**config.mk**
```make
export PLATFORM = sky130hd
export DESIGN_NAME = mult_share_sched
export DESIGN_NICKNAME = d
export VERILOG_FILES = /design/src/rtl/mult_share_pkg.sv /design/src/rtl/Wallace_8X8.sv /design/src/rtl/rr_arbiter.sv /design/src/rtl/mult_share_sched.sv
export SDC_FILE = /design/constraint.sdc
export NUM_CORES = 1
export LEC_CHECK = 0
export ABC_AREA = 1
export CAP_MARGIN = 20
export CELL_PAD_IN_SITES_DETAIL_PLACEMENT = 1
export CELL_PAD_IN_SITES_GLOBAL_PLACEMENT = 1
export CORE_ASPECT_RATIO = 1.25
export CORE_MARGIN = 4
export CORE_UTILIZATION = 38
export DETAILED_ROUTE_END_ITERATION = 12
export GPL_ROUTABILITY_DRIVEN = 0
export PLACE_DENSITY_LB_ADDON = 0.12
export REMOVE_ABC_BUFFERS = 1
export SLEW_MARGIN = 0
export SYNTH_ARGS = -nofsm -noshare
export SYNTH_HDL_FRONTEND = slang
export SYNTH_SLANG_ARGS = --single-unit
```
**constraint.sdc**
```tcl
create_clock -name clk -period 7.35 [get_ports clk]
set_input_delay 1.8375 -clock clk [delete_from_list [all_inputs] [get_ports clk]]
set_output_delay 1.8375 -clock clk [all_outputs]
set_load 0.02 [all_outputs]
```
**src/rtl/mult_share_pkg.sv**
```systemverilog
// Shared constants for the multiplier-sharing scheduler.
//   OP_W      operand width of the shared multiplier
//   PROD_W    product width
//   N_REQ_DEF default number of requesters
//   id_w(n)   requester tag width, never narrower than one bit
package mult_share_pkg;
    localparam int OP_W      = 32'sd8;
    localparam int PROD_W    = 32'sd16;
    localparam int N_REQ_DEF = 32'sd4;

    function automatic int id_w(input int n);
        if (n <= 32'sd1) begin
            return 32'sd1;
        end else begin
            return $clog2(n);
        end
    endfunction
endpackage

```
**src/rtl/Wallace_8X8.sv**
```systemverilog
// Shared combinational unsigned 8x8 multiplier.
//   X, Y  operands
//   P     exact 16-bit product
module Wallace_8X8 (
    input  logic [7:0]  X,
    input  logic [7:0]  Y,
    output logic [15:0] P
);
    assign P = 16'(X) * 16'(Y);
endmodule

```
**src/rtl/rr_arbiter.sv**
```systemverilog
// Round-robin arbiter with an internal rotating pointer.
//   req     request vector
//   en      grant enable; the pointer only moves on an enabled, non-empty request
//   gnt     one-hot grant (zero when disabled or no request)
//   gnt_id  encoded index of the winner (valid while gnt is non-zero)
module rr_arbiter
    import mult_share_pkg::*;
#(
    parameter int N    = N_REQ_DEF,
    parameter int ID_W = id_w(N)
) (
    input  logic            clk,
    input  logic            rst_n,
    input  logic [N-1:0]    req,
    input  logic            en,
    output logic [N-1:0]    gnt,
    output logic [ID_W-1:0] gnt_id
);
    logic [ID_W-1:0] ptr_r;
    logic [ID_W-1:0] ptr_nxt_s;
    logic [ID_W-1:0] win_s;
    logic [ID_W-1:0] idx_s;
    logic            found_s;
    int              idx_i;

    // Search upward from the pointer with wrap-around; first active request wins.
    always_comb begin
        found_s   = 1'b0;
        win_s     = '0;
        idx_s     = '0;
        idx_i     = 32'sd0;
        gnt       = '0;
        ptr_nxt_s = '0;
        for (int k = 0; k < N; k++) begin
            idx_i = int'(ptr_r) + k;
            if (idx_i >= N) begin
                idx_i = idx_i - N;
            end else begin
                idx_i = idx_i;
            end
            idx_s = ID_W'(idx_i);
            if (!found_s && req[idx_s]) begin
                found_s = 1'b1;
                win_s   = idx_s;
            end else begin
                found_s = found_s;
            end
        end
        if (en && found_s) begin
            gnt[win_s] = 1'b1;
        end else begin
            gnt = '0;
        end
        if (int'(win_s) == N - 1) begin
            ptr_nxt_s = '0;
        end else begin
            ptr_nxt_s = win_s + ID_W'(1);
        end
        gnt_id = win_s;
    end

    // Pointer moves just past the winner on every accepted grant, else holds.
    always_ff @(posedge clk or negedge rst_n) begin
        if (!rst_n) begin
            ptr_r <= '0;
        end else if (en && found_s) begin
            ptr_r <= ptr_nxt_s;
        end else begin
            ptr_r <= ptr_r;
        end
    end
endmodule

```
**src/rtl/mult_share_sched.sv**
```systemverilog
// Round-robin scheduler sharing one Wallace_8X8 multiplier among N_REQ
// requesters through a two-stage (operand / product) pipeline with backpressure.
//   req_valid/req_ready  per-requester handshake, req_x/req_y packed 8-bit operands
//   rsp_valid/rsp_ready  response handshake, rsp_data product, rsp_id requester tag
//   busy                 either pipeline stage holds a valid entry
module mult_share_sched
    import mult_share_pkg::*;
#(
    parameter int N_REQ = N_REQ_DEF,
    parameter int ID_W  = id_w(N_REQ)
) (
    input  logic                  clk,
    input  logic                  rst_n,
    input  logic [N_REQ-1:0]      req_valid,
    input  logic [N_REQ*8-1:0]    req_x,
    input  logic [N_REQ*8-1:0]    req_y,
    output logic [N_REQ-1:0]      req_ready,
    output logic                  rsp_valid,
    output logic [PROD_W-1:0]     rsp_data,
    output logic [ID_W-1:0]       rsp_id,
    input  logic                  rsp_ready,
    output logic                  busy
);
    logic              s1_v_r, s2_v_r;
    logic [OP_W-1:0]   s1_x_r, s1_y_r;
    logic [ID_W-1:0]   s1_id_r, s2_id_r;
    logic [PROD_W-1:0] s2_p_r;
    logic              s1_adv_s, s2_adv_s, arb_en_s, grant_s;
    logic [N_REQ-1:0]  gnt_s;
    logic [ID_W-1:0]   gnt_id_s;
    logic [PROD_W-1:0] prod_s;
    logic [OP_W-1:0]   x_arr_s [N_REQ];
    logic [OP_W-1:0]   y_arr_s [N_REQ];

    assign s2_adv_s = !s2_v_r || rsp_ready;
    assign s1_adv_s = !s1_v_r || s2_adv_s;
    // Gating with rst_n keeps req_ready low while reset is held.
    assign arb_en_s = s1_adv_s && rst_n;
    assign grant_s  = |gnt_s;

    for (genvar g = 0; g < N_REQ; g++) begin : g_unpack
        assign x_arr_s[g] = req_x[g*8 +: 8];
        assign y_arr_s[g] = req_y[g*8 +: 8];
    end

    rr_arbiter #(.N(N_REQ), .ID_W(ID_W)) u_arb (
        .clk    (clk),
        .rst_n  (rst_n),
        .req    (req_valid),
        .en     (arb_en_s),
        .gnt    (gnt_s),
        .gnt_id (gnt_id_s)
    );

    Wallace_8X8 u_mult (
        .X (s1_x_r),
        .Y (s1_y_r),
        .P (prod_s)
    );

    // Operand stage: capture the winner when it can advance, else empty or hold.
    always_ff @(posedge clk or negedge rst_n) begin
        if (!rst_n) begin
            s1_v_r  <= 1'b0;
            s1_x_r  <= '0;
            s1_y_r  <= '0;
            s1_id_r <= '0;
        end else if (s1_adv_s) begin
            s1_v_r <= grant_s;
            if (grant_s) begin
                s1_x_r  <= x_arr_s[gnt_id_s];
                s1_y_r  <= y_arr_s[gnt_id_s];
                s1_id_r <= gnt_id_s;
            end else begin
                s1_id_r <= s1_id_r;
            end
        end else begin
            s1_v_r <= s1_v_r;
        end
    end

    // Product stage: registered multiplier result feeding the response port.
    always_ff @(posedge clk or negedge rst_n) begin
        if (!rst_n) begin
            s2_v_r  <= 1'b0;
            s2_p_r  <= '0;
            s2_id_r <= '0;
        end else if (s2_adv_s) begin
            s2_v_r <= s1_v_r;
            if (s1_v_r) begin
                s2_p_r  <= prod_s;
                s2_id_r <= s1_id_r;
            end else begin
                s2_id_r <= s2_id_r;
            end
        end else begin
            s2_v_r <= s2_v_r;
        end
    end

    assign req_ready = gnt_s;
    assign rsp_valid = s2_v_r;
    assign rsp_data  = s2_p_r;
    assign rsp_id    = s2_id_r;
    assign busy      = s1_v_r || s2_v_r;
endmodule

```
==> results of run 1 <==
-- per-layer routing --
layer	track usage (%)	up-vias	part of all wire [%]
li1	-	2330	-
met1	21.55	2138	41
met2	34.85	103	53
met3	2.360	14	3.9
met4	5.749	0	2.0
met5	0	-	0
-- worst max-delay path, cell delays in order --
cell and delay (ns):
clkdlybuf4s50_1 0.42, inv_1 0.08, nand2_1 0.08, nand3_2 0.12
nand2_2 0.11, inv_1 0.12, nand3_2 0.10, nand2_1 0.07
nand2_1 0.06, nand2_2 0.07, nand2_4 0.14, inv_4 0.22
ha_1 0.21, inv_1 0.07, nor2_4 0.17, clkdlybuf4s50_1 0.63
-- per-stage QoR --
step	hold slack [ns]	cells
after floorplan	0.4883	694
after detailed placement	0.4692	960
final	0.4787	968
after global routing	0.5081	968
after global placement	0.4604	960
after CTS	0.4884	968
-- sequential cells by signal, indices dropped and copies added, names as in the netlist --
| register | cells |
|---|---|
| rsp_data | 16 |
| rsp_id | 2 |
| rsp_valid | 1 |
| s1_id_r | 2 |
| s1_v_r | 1 |
| s1_x_r | 8 |
| s1_y_r | 8 |
| u_arb.ptr_r | 2 |
-- layout make-up --
| type | instances | area, um^2 | area share (%) |
|---|---|---|---|
| sequential | 40 | 1001 | 16.27 |
| timing repair buffer | 98 | 965.9 | 15.70 |
| clock buffer | 5 | 125.1 | 2.034 |
| tap | 168 | 210.2 | 3.417 |
| inverter | 149 | 561.8 | 9.132 |
| clock inverter | 3 | 42.54 | 0.6915 |
| multi-input combinational | 505 | 3246 | 52.76 |
-- cell usage in the layout (no fill, tap or decap), drive strengths merged --
| master | n |
|---|---|
| nand3 | 83 |
| or2 | 1 |
| bufinv | 1 |
| dfrtp | 40 |
| nor2 | 22 |
| buf | 5 |
| ha | 40 |
| o21ai | 22 |
| clkinvlp | 1 |
| xor2 | 3 |
| clkinv | 2 |
| nand3b | 2 |
| nand2 | 269 |
| a211oi | 1 |
| xnor2 | 3 |
| inv | 148 |
| o21bai | 1 |
| fa | 36 |
| a21oi | 11 |
| o31ai | 3 |
| nand4 | 3 |
| a31oi | 2 |
| clkdlybuf4s50 | 93 |
| o21a | 2 |
| nor3 | 1 |
| clkbuf | 5 |
-- cell families (layout without fill, tap and decap cells) --
| group | Yosys count | in the layout | share of synthesized area (%) |
|---|---|---|---|
| and+or+nand+nor | 381 | 381 | 34.65 |
| buffers and inverters | 184 | 255 | 14.96 |
| adders and majority gates | 76 | 76 | 24.45 |
| AOI/OAI and AO/OA | 42 | 42 | 4.836 |
| DFF | 40 | 40 | 20.05 |
| xor gates and xnor gates | 6 | 6 | 1.053 |
-- worst paths after layout --
path / cells past startpoint / start / end
setup reg to reg: 17 / s1_x_r[1]$_DFFE_PN0P_ / rsp_data[10]$_DFFE_PN0P_
min in group asynchronous: 2 / rst_n / rsp_data[10]$_DFFE_PN0P_
max in group asynchronous: 2 / rst_n / s1_y_r[6]$_DFFE_PN0P_
hold reg to reg: 2 / rsp_data[3]$_DFFE_PN0P_ / rsp_data[3]$_DFFE_PN0P_
hold / removal: 2 / rsp_data[3]$_DFFE_PN0P_ / rsp_data[3]$_DFFE_PN0P_
setup / recovery: 16 / req_valid[3] / req_ready[3]
==> reports/results.ini, run 1 <==
[outcome]
outcome=complete, no violations

[timing]
finalCritPeriodShare_pct=86.46
skew_ns=0.006682
min_period_ns=6.355
drv_slew=0
tns_ns=0
rsz0062_at_grt=false
fmax_mhz=157.4
hold_viol=0
setup_slack_ns=0.9951
max-slew-margin-rel_pct=65.71
setup_violations=0
tightest_slew_ns=0.5089

[yosys]
synth_area_per_cell_um2=6.850
yosysWarnings=0
synthArstFlopShare_pct=100.0
synth_cell_type_count=35
synth_top_area_share_pct=20.05
ys.flop_type=dfrtp_1
synth_edf_count=0
synth_common_cells=258 x nand2_1, 144 x inv_1, 78 x nand3_1, 40 x dfrtp_1, 40 x ha_1
synth_area_leader_cell=dfrtp_1
ys_seq_elements=40
netlist_area_um2=4994
synth_area_leaders=dfrtp_1 20%, nand2_1 19%, fa_1 14%, inv_1 11%, ha_1 10%
synth.most_common_cell=nand2_1
syn_inst=729
ys_seq_area_share_pct=20.05

[drt]
wire_per_inst_um=13.64
drt_iter0_drc=149
avgViaCountPerCell=4.737
drc=0
dr.pass1.iters=4
wl_mm=13.20
ant_nets=0
vias=4585

[clock_tree]
cts_root_buffer=clkbuf_16
clock_path_buffers=2
cts_hold_buffers=0
post_cts_buffers=0
cts_max_level=2
clock-sinks=40
tritoncts=done
cts.repair.resized=0
worstSkewPairLatency_ns=0.29
clkTransAtPathRegs_ns=0.06
cts_buffers=5

[floorplanning]
fp-row-count=46
start_util_pct=39.08
die_y_um=136.2
fp.dieW_um=110.5
ios=95
core_area_um2=12780
die_area_um2=15050

[place]
place_ws_ns=0.9849
portBuffers=94
placed_cell_area_um2=5984
dp_hpwl_mm=10.78

[critical_path]
r2r_slack_ns=2.84
startpoint_type=input port
cp.arrival_ns=4.52
cp_max_fo=19
cp-end-kind=output pin
crit_required_ns=5.51
crit_type=input port to output pin

[layout]
drive_above_1_share_pct=5.625
fin_nets=946
syn2layout_area_growth_pct=23.20
postLayoutCoreUtil_pct=48.15
fillers=1654
antenna_cells=0
final_area_um2=6152

[global_routing]
grt_pass1_vias=4996
grt_start_max_net_pins=42
grt_antenna_before_repair=0
grt_use_total_pct=18.41
grt_first_pass_wirelength_mm=23.30
gr-total-overflow=0

[flow_run]
cap_violations=0

[hold_path]
hold_path.class=flop to flop

Power of run 1 is left out: the tool's default activity adds up to more than one toggle a clock period on the data nets, which glitch-free logic cannot reach.
==> inputs of run 2 (changes only) <==
Settings changed: SETUP_SLACK_MARGIN set to 0.15.
==> results of run 2 <==
Same layout as run 1: the final DEF is identical, and so are final timing and power.
Power of run 2 is left out for the same reason.
